--- src/rtl/round_robin_arbiter.sv ---
// Round-robin arbiter: rotates the search start past the last winner and holds
// a registered one-hot grant until done, request drop or hold timeout.
module round_robin_arbiter #(
   parameter int N        = 8,
   parameter int ID_W     = 3,
   parameter int MAX_HOLD = 16
) (
   input  logic            clk,
   input  logic            rst,
   input  logic [N-1:0]    req,
   input  logic            done,
   output logic [N-1:0]    gnt,
   output logic [ID_W-1:0] gnt_id,
   output logic            busy,
   output logic            timeout
);
   localparam int HC_W = (MAX_HOLD > 1) ? $clog2(MAX_HOLD) : 1;
   localparam logic [HC_W-1:0] HOLD_LAST = HC_W'((MAX_HOLD > 0) ? MAX_HOLD - 1 : 0);

   typedef enum logic {IDLE, GRANT} state_t;

   state_t          state;
   logic [ID_W-1:0] last_id;
   logic [HC_W-1:0] hold_cnt;
   logic [ID_W-1:0] win;
   logic [ID_W-1:0] idx;
   logic            found;
   logic            tmo_hit;
   logic            rel;

   // Scan last_id+1 .. last_id+N modulo N; modulo keeps non-power-of-two N correct.
   always_comb begin
      found = 1'b0;
      win   = '0;
      idx   = '0;
      for (int k = 1; k <= N; k++) begin
         idx = ID_W'((int'(last_id) + k) % N);
         if (!found && req[idx]) begin
            found = 1'b1;
            win   = idx;
         end
      end
   end

   assign tmo_hit = (MAX_HOLD != 0) && (hold_cnt == HOLD_LAST);
   assign rel     = done || !req[gnt_id] || tmo_hit;

   always_ff @(posedge clk or posedge rst) begin
      if (rst) begin
         state    <= IDLE;
         gnt      <= '0;
         gnt_id   <= '0;
         busy     <= 1'b0;
         timeout  <= 1'b0;
         hold_cnt <= '0;
         last_id  <= ID_W'(N - 1);
      end else begin
         case (state)
            IDLE: begin
               timeout <= 1'b0;
               if (found) begin
                  state    <= GRANT;
                  gnt      <= N'(1) << win;
                  gnt_id   <= win;
                  busy     <= 1'b1;
                  last_id  <= win;
                  hold_cnt <= '0;
               end else begin
                  gnt  <= '0;
                  busy <= 1'b0;
               end
            end
            GRANT: begin
               if (rel) begin
                  state   <= IDLE;
                  gnt     <= '0;
                  busy    <= 1'b0;
                  // done and request drop win over the timeout flag
                  timeout <= tmo_hit && !done && req[gnt_id];
               end else if (hold_cnt != '1) begin
                  hold_cnt <= hold_cnt + HC_W'(1);
               end
            end
            default: state <= IDLE;
         endcase
      end
   end
endmodule

--- config.mk ---
export PLATFORM = sky130hd
export DESIGN_NAME = round_robin_arbiter
export DESIGN_NICKNAME = d
export VERILOG_FILES = /design/src/rtl/round_robin_arbiter.sv
export SDC_FILE = /design/constraint.sdc
export NUM_CORES = 1
export LEC_CHECK = 0
export BUFFER_PORTS_ARGS = -buffer_cell sky130_fd_sc_hd__buf_4
export CAP_MARGIN = 20
export CORE_MARGIN = 2
export CORE_UTILIZATION = 55
export CTS_CLUSTER_DIAMETER = 80
export CTS_CLUSTER_SIZE = 20
export DETAILED_ROUTE_END_ITERATION = 16
export PLACE_DENSITY = 0.76
export SLEW_MARGIN = 20
export SYNTH_ARGS = -nofsm -noshare
export SYNTH_HDL_FRONTEND = slang
export SYNTH_SLANG_ARGS = --single-unit
--- constraint.sdc ---
create_clock -name clk -period 3.95 [get_ports clk]
set_input_delay 1.185 -clock clk [delete_from_list [all_inputs] [get_ports clk]]
set_output_delay 1.185 -clock clk [all_outputs]
set_load 0.01 [all_outputs]
==> impl_metrics.env <==
export IMPL_status="finished, final reports clean"
export IMPL_synth_xor_area_share=0.0199
export IMPL_grt_max_degree=25
export IMPL_drt_wl_total_um=4020
export IMPL_synth_seq_area_share=0.301
export IMPL_setup_viol=0
export IMPL_routabilityCongestion=0.983
export IMPL_tns_ns=0
export IMPL_cts_tree="built"
export IMPL_setup_ws_ns=0.586
export IMPL_ys_warn_count=0
export IMPL_synth_fa_ha_area_frac=0.0214
export IMPL_cpPeakStageDelay_ns=0.58
export IMPL_max_slew_margin=0.496
export IMPL_cap_violations=0
export IMPL_cts_sinks=21
export IMPL_yosys_area_top_type="dfrtp_1"
export IMPL_slew_violations=0
export IMPL_rsz0062_at_grt="no"
export IMPL_grt_pass1_vias=1437
export IMPL_portBuffers=23
export IMPL_post_place_ws_ns=0.333
export IMPL_rrSetupSlack_ns=0.59
export IMPL_path_max_fanout=8
export IMPL_clk_latency_ns=0.29
export IMPL_die_area_um2=3660
export IMPL_synthTopCellsByArea="dfrtp_1 (26%), mux4_2 (15%), mux2i_1 (6.3%), dfstp_2 (4.5%), nand2_1 (3.4%)"
export IMPL_r2r_end="gnt[1]$_DFFE_PP0P_"
export IMPL_area_growth_pct=14.0
export IMPL_ant_nets=0
export IMPL_worst_hold_path_type="reg2reg"
export IMPL_power_density_nw_per_um2=989
export IMPL_crit_type="reg2reg"
export IMPL_final_area_um2=2000
export IMPL_drive_gt1_frac=0.298
export IMPL_min_delay_start="busy$_DFFE_PP0P_"
export IMPL_max_vdd_ir_drop_v=0.000551
export IMPL_synth_simple_gate_area_frac=0.150
export IMPL_synth_top_flop_cell="dfrtp_1"
export IMPL_track_usage=0.243
export IMPL_synth_async_sr_flop_share=1.00
export IMPL_grt_overflow=0
export IMPL_syn_nets=188
export IMPL_synth_compound_area_frac=0.197
export IMPL_hold_end="busy$_DFFE_PP0P_"
export IMPL_cp_start_kind="register"
export IMPL_period_share=0.852
export IMPL_via_per_inst=6.36
export IMPL_die_x_um=60.5
export IMPL_cp_required_ns=4.16
export IMPL_syn_mean_instance_area_um2=10.1
export IMPL_postCtsSetupBuffers=0
export IMPL_ctsResizeCount=0
export IMPL_holdWs_ns=0.494
export IMPL_critPathArrivalTime_ns=3.57
export IMPL_crit_slowest_cell="a2111oi_1"
export IMPL_cts_root_buf="clkbuf_4"
export IMPL_synth_edf_count=0
export IMPL_hpwl_um=3040
export IMPL_io_pins=24
export IMPL_drc=0
export IMPL_hold_viol=0
export IMPL_fin_worst_skew_ns=0.00441
export IMPL_numCtsBuffers=3
export IMPL_reg2regPathDepth=10
export IMPL_grt_pass1_wl_um=6810
export IMPL_initial_core_util=0.576
export IMPL_num_antenna_cells=0
export IMPL_cts_buffer_depth=2
export IMPL_final_nets=213
export IMPL_vias=1540
export IMPL_tightest_slew_ns=0.755
export IMPL_fin_crit_ns=3.36
export IMPL_wl_per_cell_um=16.6
export IMPL_fmax_mhz=297
export IMPL_clkTransAtPathRegs_ns=0.10
export IMPL_yosysUniqueCellTypes=52
export IMPL_leakagePower_nw=0.871
export IMPL_row_count=20
export IMPL_postCtsHoldBufs=0
export IMPL_fp_dieH_um=60.5
export IMPL_synth_top_family_by_area="multiplexers"
export IMPL_dr_pass1_iters=5
export IMPL_synth_top_area_frac=0.256
export IMPL_netlist_instances=174
export IMPL_synth_area_um2=1760
export IMPL_placedInstanceArea_um2=1980
export IMPL_antenna_found_initial=0
export IMPL_cts_max_level=1
export IMPL_path_cells="inv_1 > ha_1 > buf_4 > mux4_2 > a221o_1 > o21ai_0 > a21oi_1 > a2111oi_1 > nand2_1 > o31ai_1"
export IMPL_cp_end_kind="register"
export IMPL_reg2reg_from="last_id[1]$_DFFE_PP1P_"
export IMPL_drtIter0Drc=67
export IMPL_hold_depth=1
export IMPL_placeableCoreArea_um2=3050
export IMPL_muxShareOfSynthArea=0.259
export IMPL_ys_ff_latch=21
[metrics by stage]
stage / std cells / total power, mW / util
floorplan: 174 / 1.53 / -
detailed placement: 238 / 1.86 / 0.648
CTS: 242 / 1.97 / 0.657
global route: 242 / 2.15 / 0.657
global placement: 238 / 1.82 / 0.648
finish: 242 / 1.98 / 0.657
[worst max-delay path by stage]
stage,start,end,slack [ns],depth (start not counted)
2_1_floorplan,last_id[1]$_DFFE_PP1P_,gnt[4]$_DFFE_PP0P_,0.51,11
3_3_place_gp,req[3],gnt[6]$_DFFE_PP0P_,0.34,8
3_5_place_dp,req[3],gnt[4]$_DFFE_PP0P_,0.33,8
4_1_cts,last_id[1]$_DFFE_PP1P_,gnt[5]$_DFFE_PP0P_,0.65,10
5_1_grt,last_id[1]$_DFFE_PP1P_,gnt[1]$_DFFE_PP0P_,0.42,10
6_report,last_id[1]$_DFFE_PP1P_,gnt[1]$_DFFE_PP0P_,0.59,10
[state kept, by name, summed over array words and instances, names as in the netlist]
| name | flops |
|---|---|
| last_id | 3 |
| hold_cnt | 4 |
| gnt | 8 |
| gnt_id | 3 |
| timeout | 1 |
| state | 1 |
| busy | 1 |
[synthesized netlist by cell type (2+ instances only)]
master / count
o31ai_1: 6
a32o_1: 4
nor2_1: 12
a31oi_1: 3
and3_1: 2
mux4_2: 12
a221oi_1: 2
inv_1: 10
o21ai_1: 2
a21oi_1: 4
a211oi_1: 2
o21ai_0: 5
buf_2: 3
mux2i_1: 11
buf_6: 2
xor2_1: 4
nand3_1: 4
ha_1: 3
o21a_1: 2
nor2b_1: 2
o221ai_1: 2
nor3_1: 3
nand2b_1: 3
clkbuf_1: 4
nand2_1: 16
mux2_4: 2
dfrtp_1: 18
dfstp_2: 3
mux2_2: 4
a2111oi_0: 2
[critical path: cells and delay by family (launching register included)]
| kind | cells | cell delay (ns) |
|---|---|---|
| DFF | 1 | 0.55 |
| and+or+nand+nor | 1 | 0.32 |
| buffers and inverters | 2 | 0.33 |
| adders and majority gates | 1 | 0.39 |
| muxes | 1 | 0.38 |
| AOI/OAI and AO/OA | 5 | 1.31 |
[cell type report]
| cell class | count | area (um^2) |
|---|---|---|
| Fill cell | 274 | 1050 |
| Inverter | 10 | 37.5 |
| Timing Repair Buffer | 29 | 218 |
| Clock buffer | 4 | 26.3 |
| Multi-Input combinational cell | 134 | 1140 |
| Tap cell | 44 | 55.1 |
| Sequential cell | 21 | 529 |
[layout by cell type (no fill, tap or decap), drive strengths merged, types with 3 or more instances in the layout]
master   synthesis  routed
a2111oi          3       3
a21oi            4       4
a31oi            3       3
a32o             4       4
buf              5      29
clkbuf           4       4
dfrtp           18      18
dfstp            3       3
ha               3       3
inv             10      10
mux2             6       6
mux2i           11      11
mux4            12      12
nand2           17      17
nand2b           3       3
nand3            4       4
nor2            12      12
nor3             3       3
o21ai            7       7
o31ai            6       6
xor2             4       4
[power by group]
group          switching [mW]  leakage [nW]  internal (mW)
Sequential             0.0694         0.267          0.297
Clock                  0.0579        0.0150         0.0393
Combinational           0.852         0.589          0.667
[kinds of logic (layout without fill, tap and decap cells)]
| kind of cell | Yosys count | count (layout) |
|---|---|---|
| simple gates | 53 | 53 |
| compound gates | 45 | 45 |
| mux | 29 | 29 |
| flops | 21 | 21 |
| buf+inv | 19 | 43 |
| xor+xnor | 4 | 4 |
| fa+ha+maj | 3 | 3 |
[routing by layer]
metal	part of all wire	track usage
met1	0.46	0.376
met2	0.48	0.370
met3	0.048	0.0426
met4	0.0020	0.0342
met5	0	0
No activity file was read; power rests on OpenSTA's default activity.
